### config.mk
export PLATFORM = sky130hd
export DESIGN_NAME = csr_intr_ctrl
export DESIGN_NICKNAME = d
export VERILOG_FILES = /design/src/rtl/csr_intr_ctrl.sv
export SDC_FILE = /design/constraint.sdc
export NUM_CORES = 1
export LEC_CHECK = 0
export CAP_MARGIN = 10
export CORE_MARGIN = 2
export CORE_UTILIZATION = 35
export DETAILED_ROUTE_END_ITERATION = 6
export DONT_BUFFER_PORTS = 1
export PLACE_DENSITY = 0.62
export SLEW_MARGIN = 20
export SYNTH_ARGS = -nofsm -noshare
export SYNTH_HDL_FRONTEND = slang
export SYNTH_SLANG_ARGS = --single-unit
### constraint.sdc
create_clock -name CLK -period 2.2 [get_ports CLK]
set_input_delay 0.33 -clock CLK [delete_from_list [all_inputs] [get_ports CLK]]
set_output_delay 0.33 -clock CLK [all_outputs]
set_load 0.03 [all_outputs]
### src/rtl/csr_intr_ctrl.sv
// Machine-mode CSR block and external interrupt controller: synchronizes INTR_EXT, latches a
// pending edge, and holds mstatus/mtvec/mepc/mcause. Define CSR_INTR_COUNT_EN to add the 0xB03 taken-interrupt counter.
module csr_intr_ctrl (
  input  logic        CLK,
  input  logic        RST_N,
  input  logic        INTR_EXT,
  input  logic        INT_TAKEN,
  input  logic        CSR_WE,
  input  logic        MRET_EXEC,
  input  logic [11:0] ADDR,
  input  logic [31:0] WD,
  input  logic [31:0] PC,
  output logic [31:0] RD,
  output logic [31:0] MTVEC,
  output logic [31:0] MEPC,
  output logic        INTR,
  output logic        MIE
);

  localparam logic [11:0] ADDR_MSTATUS = 12'h300;
  localparam logic [11:0] ADDR_MTVEC   = 12'h305;
  localparam logic [11:0] ADDR_MEPC    = 12'h341;
  localparam logic [11:0] ADDR_MCAUSE  = 12'h342;
  localparam logic [11:0] ADDR_ICOUNT  = 12'hB03;
  localparam logic [31:0] CAUSE_EXT    = 32'h8000_000B;

  logic        r_sync1;
  logic        r_sync2;
  logic        r_sync3;
  logic [2:0]  r_fill;
  logic        r_pending;
  logic        r_mie;
  logic        r_mpie;
  logic [31:0] r_mtvec;
  logic [31:0] r_mepc;
  logic [31:0] r_mcause;
  logic        w_edge;
  logic [31:0] w_icount;

  // r_fill arms the edge detector only once r_sync2 and r_sync3 both hold samples taken
  // after reset release, so a line already high at release never looks like a 0->1 edge.
  // NOTE: sequential state uses non-blocking assignments so every flop samples pre-edge values.
  always_ff @(posedge CLK or negedge RST_N) begin
    if (!RST_N) begin
      r_sync1 <= 1'b0;
      r_sync2 <= 1'b0;
      r_sync3 <= 1'b0;
      r_fill  <= 3'b000;
    end else begin
      r_sync1 <= INTR_EXT;
      r_sync2 <= r_sync1;
      r_sync3 <= r_sync2;
      r_fill  <= {r_fill[1:0], 1'b1};
    end
  end

  assign w_edge = r_sync2 & ~r_sync3 & r_fill[2];

  // A new edge beats a same-cycle INT_TAKEN so the later interrupt is not lost.
  always_ff @(posedge CLK or negedge RST_N) begin
    if (!RST_N) begin
      r_pending <= 1'b0;
    end else if (w_edge) begin
      r_pending <= 1'b1;
    end else if (INT_TAKEN) begin
      r_pending <= 1'b0;
    end
  end

  // Trap entry outranks CSR writes, which outrank mret.
  always_ff @(posedge CLK or negedge RST_N) begin
    if (!RST_N) begin
      r_mie    <= 1'b0;
      r_mpie   <= 1'b0;
      r_mtvec  <= '0;
      r_mepc   <= '0;
      r_mcause <= '0;
    end else if (INT_TAKEN) begin
      r_mepc   <= PC;
      r_mpie   <= r_mie;
      r_mie    <= 1'b0;
      r_mcause <= CAUSE_EXT;
    end else if (CSR_WE) begin
      case (ADDR)
        ADDR_MSTATUS: begin
          r_mie  <= WD[3];
          r_mpie <= WD[7];
        end
        ADDR_MTVEC:  r_mtvec  <= {WD[31:2], 2'b00};
        ADDR_MEPC:   r_mepc   <= {WD[31:2], 2'b00};
        ADDR_MCAUSE: r_mcause <= WD;
        default: ;
      endcase
    end else if (MRET_EXEC) begin
      r_mie  <= r_mpie;
      r_mpie <= 1'b1;
    end
  end

`ifdef CSR_INTR_COUNT_EN
  logic [31:0] r_icount;

  always_ff @(posedge CLK or negedge RST_N) begin
    if (!RST_N) begin
      r_icount <= '0;
    end else if (INT_TAKEN) begin
      if (r_icount != 32'hFFFF_FFFF) begin
        r_icount <= r_icount + 32'd1;
      end
    end else if (CSR_WE && (ADDR == ADDR_ICOUNT)) begin
      r_icount <= WD;
    end
  end

  assign w_icount = r_icount;
`else
  assign w_icount = '0;
`endif

  // NOTE: RD gets a default before the case so no address path can infer a latch.
  always_comb begin
    RD = '0;
    case (ADDR)
      ADDR_MSTATUS: RD = {24'b0, r_mpie, 3'b000, r_mie, 3'b000};
      ADDR_MTVEC:   RD = r_mtvec;
      ADDR_MEPC:    RD = r_mepc;
      ADDR_MCAUSE:  RD = r_mcause;
      ADDR_ICOUNT:  RD = w_icount;
      default:      RD = '0;
    endcase
  end

  assign MTVEC = r_mtvec;
  assign MEPC  = r_mepc;
  assign MIE   = r_mie;
  assign INTR  = r_pending & r_mie;

endmodule

# After elaboration in Yosys (flattened, before gate mapping)
# Index checks and enable logic that the tools add are counted.
[word_totals]
inputBits = 82
output_inout_bits = 98
word_cells = 46
register_bits = 103
[classes]
mux = 17
eq_ne = 5
bitwise = 5
reduce_logical = 9
[ops]
columns = ["operator", "n"]
rows = [
  ["$mux W32", 6],
  ["$pmux W32 S4", 1],
  ["$eq A12 B10 Y1 const B", 4],
  ["$mux W1", 10],
  ["$reduce_bool A2 Y1", 4],
  ["$reduce_and A2 Y1", 3],
  ["$and A1 B1 Y1", 3],
  ["$ne A3 B2 Y1 const B", 1],
  ["$reduce_and A3 Y1", 1],
  ["$reduce_bool A3 Y1", 1],
  ["$not A1 Y1", 2],
]

# Logic depth before layout (Yosys ltp)
[logic_depth]
ltp_word = 4
depth_mapped = 7
depth_no_buf = 4

# Worst setup path after synthesis
# OpenSTA, ideal clock, no wires.
[synth_timing]
path_type = "input to output"
start = "input port ADDR[5]"
end = "output port RD[11]"
t_arrival_ps = 2181
n_path_buf = 1
setup_slack_ps = -311
cell_stages = 5
required_ps = 1870
path_cell_list = "or4b_2 -> nor4b_1 -> clkbuf_1 -> a22oi_1 -> nand2_1"
[synth_via]
elab_chain_cells = 2
word_cells_on_any_way = 5
classes_between = "eq/ne (4); mux (1)"
[synth_lines]
columns = ["element", "line_no", "rtl"]
rows = [
  ["start, declared", "10", "input logic [11:0] ADDR,"],
  ["$eq A12 B10 Y1", "123", "case (ADDR)"],
  ["$pmux W32 S4 (*)", "123", ""],
  ["end, declared", "13", "output logic [31:0] RD,"],
]
# Mark *: on every way between the ends. The rest lies on a longest branch, timed or not.

# Worst setup path in the final report
[layout_timing]
start = "input port ADDR[5]"
end = "output port RD[13]"
# The elaborated chain is that of the path after synthesis.

==> impl_metrics.tcl <==
set metrics [dict create \
    path_cells "or4b_4 -> or3_1 -> nor2_1 -> a221o_2" \
    ys_seq_elements 103 \
    ys.flop_type "dfrtp_1" \
    drt-initial-drc-count 174 \
    worstSkewPairLatency_ns 0.35 \
    num_vias 3777 \
    synthAdderAreaFrac_pct 0 \
    crit_end "RD[13]" \
    path_clk_slew_ns 0.07 \
    rsz0062_at_grt "true" \
    required_ns 1.87 \
    first_pass_iters 7 \
    setup.worst_path.start_class "input port" \
    dpl.cell_count 638 \
    cts_num_sinks 103 \
    ys_types 45 \
    cap_violations 0 \
    initial_core_util_pct 35.6 \
    dpl_cell_area_um2 5590 \
    hold_ws_ns -0.330 \
    arrival_ns 1.83 \
    stdcell_count 663 \
    register_area_um2 2580 \
    ir_worst_vdd_v 0.000370 \
    path_max_fanout 6 \
    netlist_area_um2 5160 \
    critPathKind "in2out" \
    synthSimpleGateAreaFrac_pct 13.8 \
    rrSetupSlack_ns 0.96 \
    utilization_pct 41.8 \
    grt_pass1_vias 4055 \
    report.final.slew_viol_count 0 \
    port_buffers 0 \
    nets 556 \
    cts_buffers 9 \
    reg2reg_to "MEPC[31]$_DFFE_PN0P_" \
    core_area_um2 14500 \
    wl_per_cell_um 21.2 \
    fin_area_um2 6050 \
    hold_class "in2async" \
    nFillCells 1350 \
    reg2reg_depth 2 \
    ant_nets 0 \
    finalHoldViolations 103 \
    ys_top_cells_by_area "dfrtp_1 (50%), mux2_2 (14%), mux2_4 (8.1%)" \
    n_antenna_cell 0 \
    clock.fmax_ghz 0.462 \
    fp-row-count 44 \
    synthToLayoutAreaGrowth_pct 17.2 \
    power_density_nw_per_um2 684 \
    dp_hpwl_mm 9.28 \
    slowest_stage "or4b_4" \
    vias_per_cell 5.70 \
    finalSetupViolations 0 \
    die_h_um 125 \
    antenna_found_initial 0 \
    synthArstFlopShare_pct 100 \
    grt_max_degree 104 \
    synth_top_family_by_area "multiplexers" \
    fin_ws_ns 0.0368 \
    cp-startpoint "ADDR[5]" \
    violations "negative hold slack" \
    p_leak_nw 2.76 \
    yosys.area_share.xor_xnor_pct 0 \
    drive_above_1_share_pct 38.0 \
    postSynthAreaPerCell_um2 11.2 \
    cp-end-kind "output pin" \
    drc 0 \
    yosysSeqAreaShare_pct 49.9 \
    grt_first_pass_wirelength_mm 21.9 \
    syn_inst 460 \
    htreeDepth 3 \
    place_congestion 0.767 \
    layout_min_cycle_time_ns 2.16 \
    ctsLongestPathBuffers 2 \
    die_area_um2 15700 \
    synthMuxAreaShare_pct 22.3 \
    cts_root_buffer "clkbuf_16" \
    post-place-ws_ns -0.0484 \
    io_pins 180 \
    synth_compound_area_share_pct 9.67 \
    worst_clock_skew_ns 0.00221 \
    grtUsageTotal_pct 17.8 \
    cts_hold_buf 1 \
    wirelength_mm 14.1 \
    synth_edf_count 0 \
    slowest_delay_ns 0.54 \
    synth_top_area_cell "dfrtp_1" \
    die_w_um 125 \
    status "complete, but fails checks" \
    finalCritPeriodShare_pct 98.3 \
    cts_tree "built" \
    multi_input_area_um2 2480 \
    timing.rr.start "MEPC[31]$_DFFE_PN0P_" \
    ys_warn_count 0 \
    grt-ovfl-total 0 \
    synth_top_area_share_pct 49.9 \
]
==> cells in the mapped netlist (all sizes together) (3+ instances only) <==
cell type / n
a211o: 4
a21oi: 27
a221o: 5
a22oi: 22
and3: 5
buf: 8
clkbuf: 30
dfrtp: 103
inv: 3
mux2: 90
mux2i: 3
nand2: 84
nand3: 27
nand3b: 3
nor2: 9
nor4: 3
o21ai: 3
or2: 4
==> critical path: cells and delay by family <==
family	cells	cell delay, ns
AOI/OAI and AO/OA	1	0.23
and+or+nand+nor	3	1.25
==> registers in the layout (all words and copies together), names as in the netlist <==
register,count
MEPC,32
r_mcause,32
MTVEC,30
r_fill,3
MIE,1
r_mpie,1
r_pending,1
r_sync1,1
r_sync2,1
r_sync3,1
==> per-stage QoR <==
step / power [mW] / setup TNS [ns]
final: 4.14 / 0
after global routing: 4.29 / -0.00453
after CTS: 4.20 / -0.00118
after detailed placement: 2.39 / -0.519
after global placement: 2.38 / -0.106
after floorplan: 2.38 / -1.98
==> final cells by class <==
type                            count  area share [%]
Sequential cell                   103            42.6
Multi-Input combinational cell    317            41.0
Tap cell                          184            3.81
Clock inverter                      6            1.51
Inverter                            3           0.186
Clock buffer                       10            3.95
Timing Repair Buffer               40            6.91
==> placed cells by master (no fill, tap or decap), types with 5 or more instances in the layout <==
cell	count
a21oi_1	27
a221o_2	5
a22oi_1	22
buf_12	6
buf_4	28
clkbuf_16	9
dfrtp_1	103
mux2_2	62
mux2_4	28
nand2_1	65
nand2_2	16
nand3_1	27
nor2_1	9
==> routing by layer <==
metal	GRT usage, %	up-vias	wire length, um
met5	0	-	0
met3	5.78	12	1090
met4	5.88	0	173
met2	28.8	173	6740
li1	-	1662	-
met1	22.5	1930	6060
==> worst min path at each step <==
stage                              end  cells after the start  start  slack (ns)
2_1_floorplan      MEPC[0]$_DFFE_PN0P_                      0  RST_N        0.03
4_1_cts            MEPC[9]$_DFFE_PN0P_                      0  RST_N       -0.35
3_5_place_dp   r_mcause[2]$_DFFE_PN0P_                      0  RST_N        0.04
5_1_grt            MEPC[2]$_DFFE_PN0P_                      0  RST_N       -0.36
3_3_place_gp   r_mcause[2]$_DFFE_PN0P_                      0  RST_N        0.04
6_report           MEPC[2]$_DFFE_PN0P_                      0  RST_N       -0.33
==> kinds of logic after synthesis <==
kind of cell / after synthesis
DFF: 103
and+or+nand+nor: 149
other: 2
AOI/OAI and AO/OA: 72
muxes: 93
buffers and inverters: 41
==> where the power goes <==
| group | internal (mW) | total, mW | switching (mW) |
|---|---|---|---|
| Clock | 1.03 | 1.78 | 0.748 |
| Sequential | 1.96 | 2.16 | 0.195 |
| Combinational | 0.146 | 0.203 | 0.0574 |
| Total | 3.14 | 4.14 | 1.00 |
==> timing repair <==
action,in CTS,in global routing
setup buffers,5,2
pin swaps,0,2
gates cloned,1,0
setup endpoints to repair,12,22
hold endpoints to repair,104,103
resized for setup,7,1
Note: power is estimated with default switching activity, not from simulation.
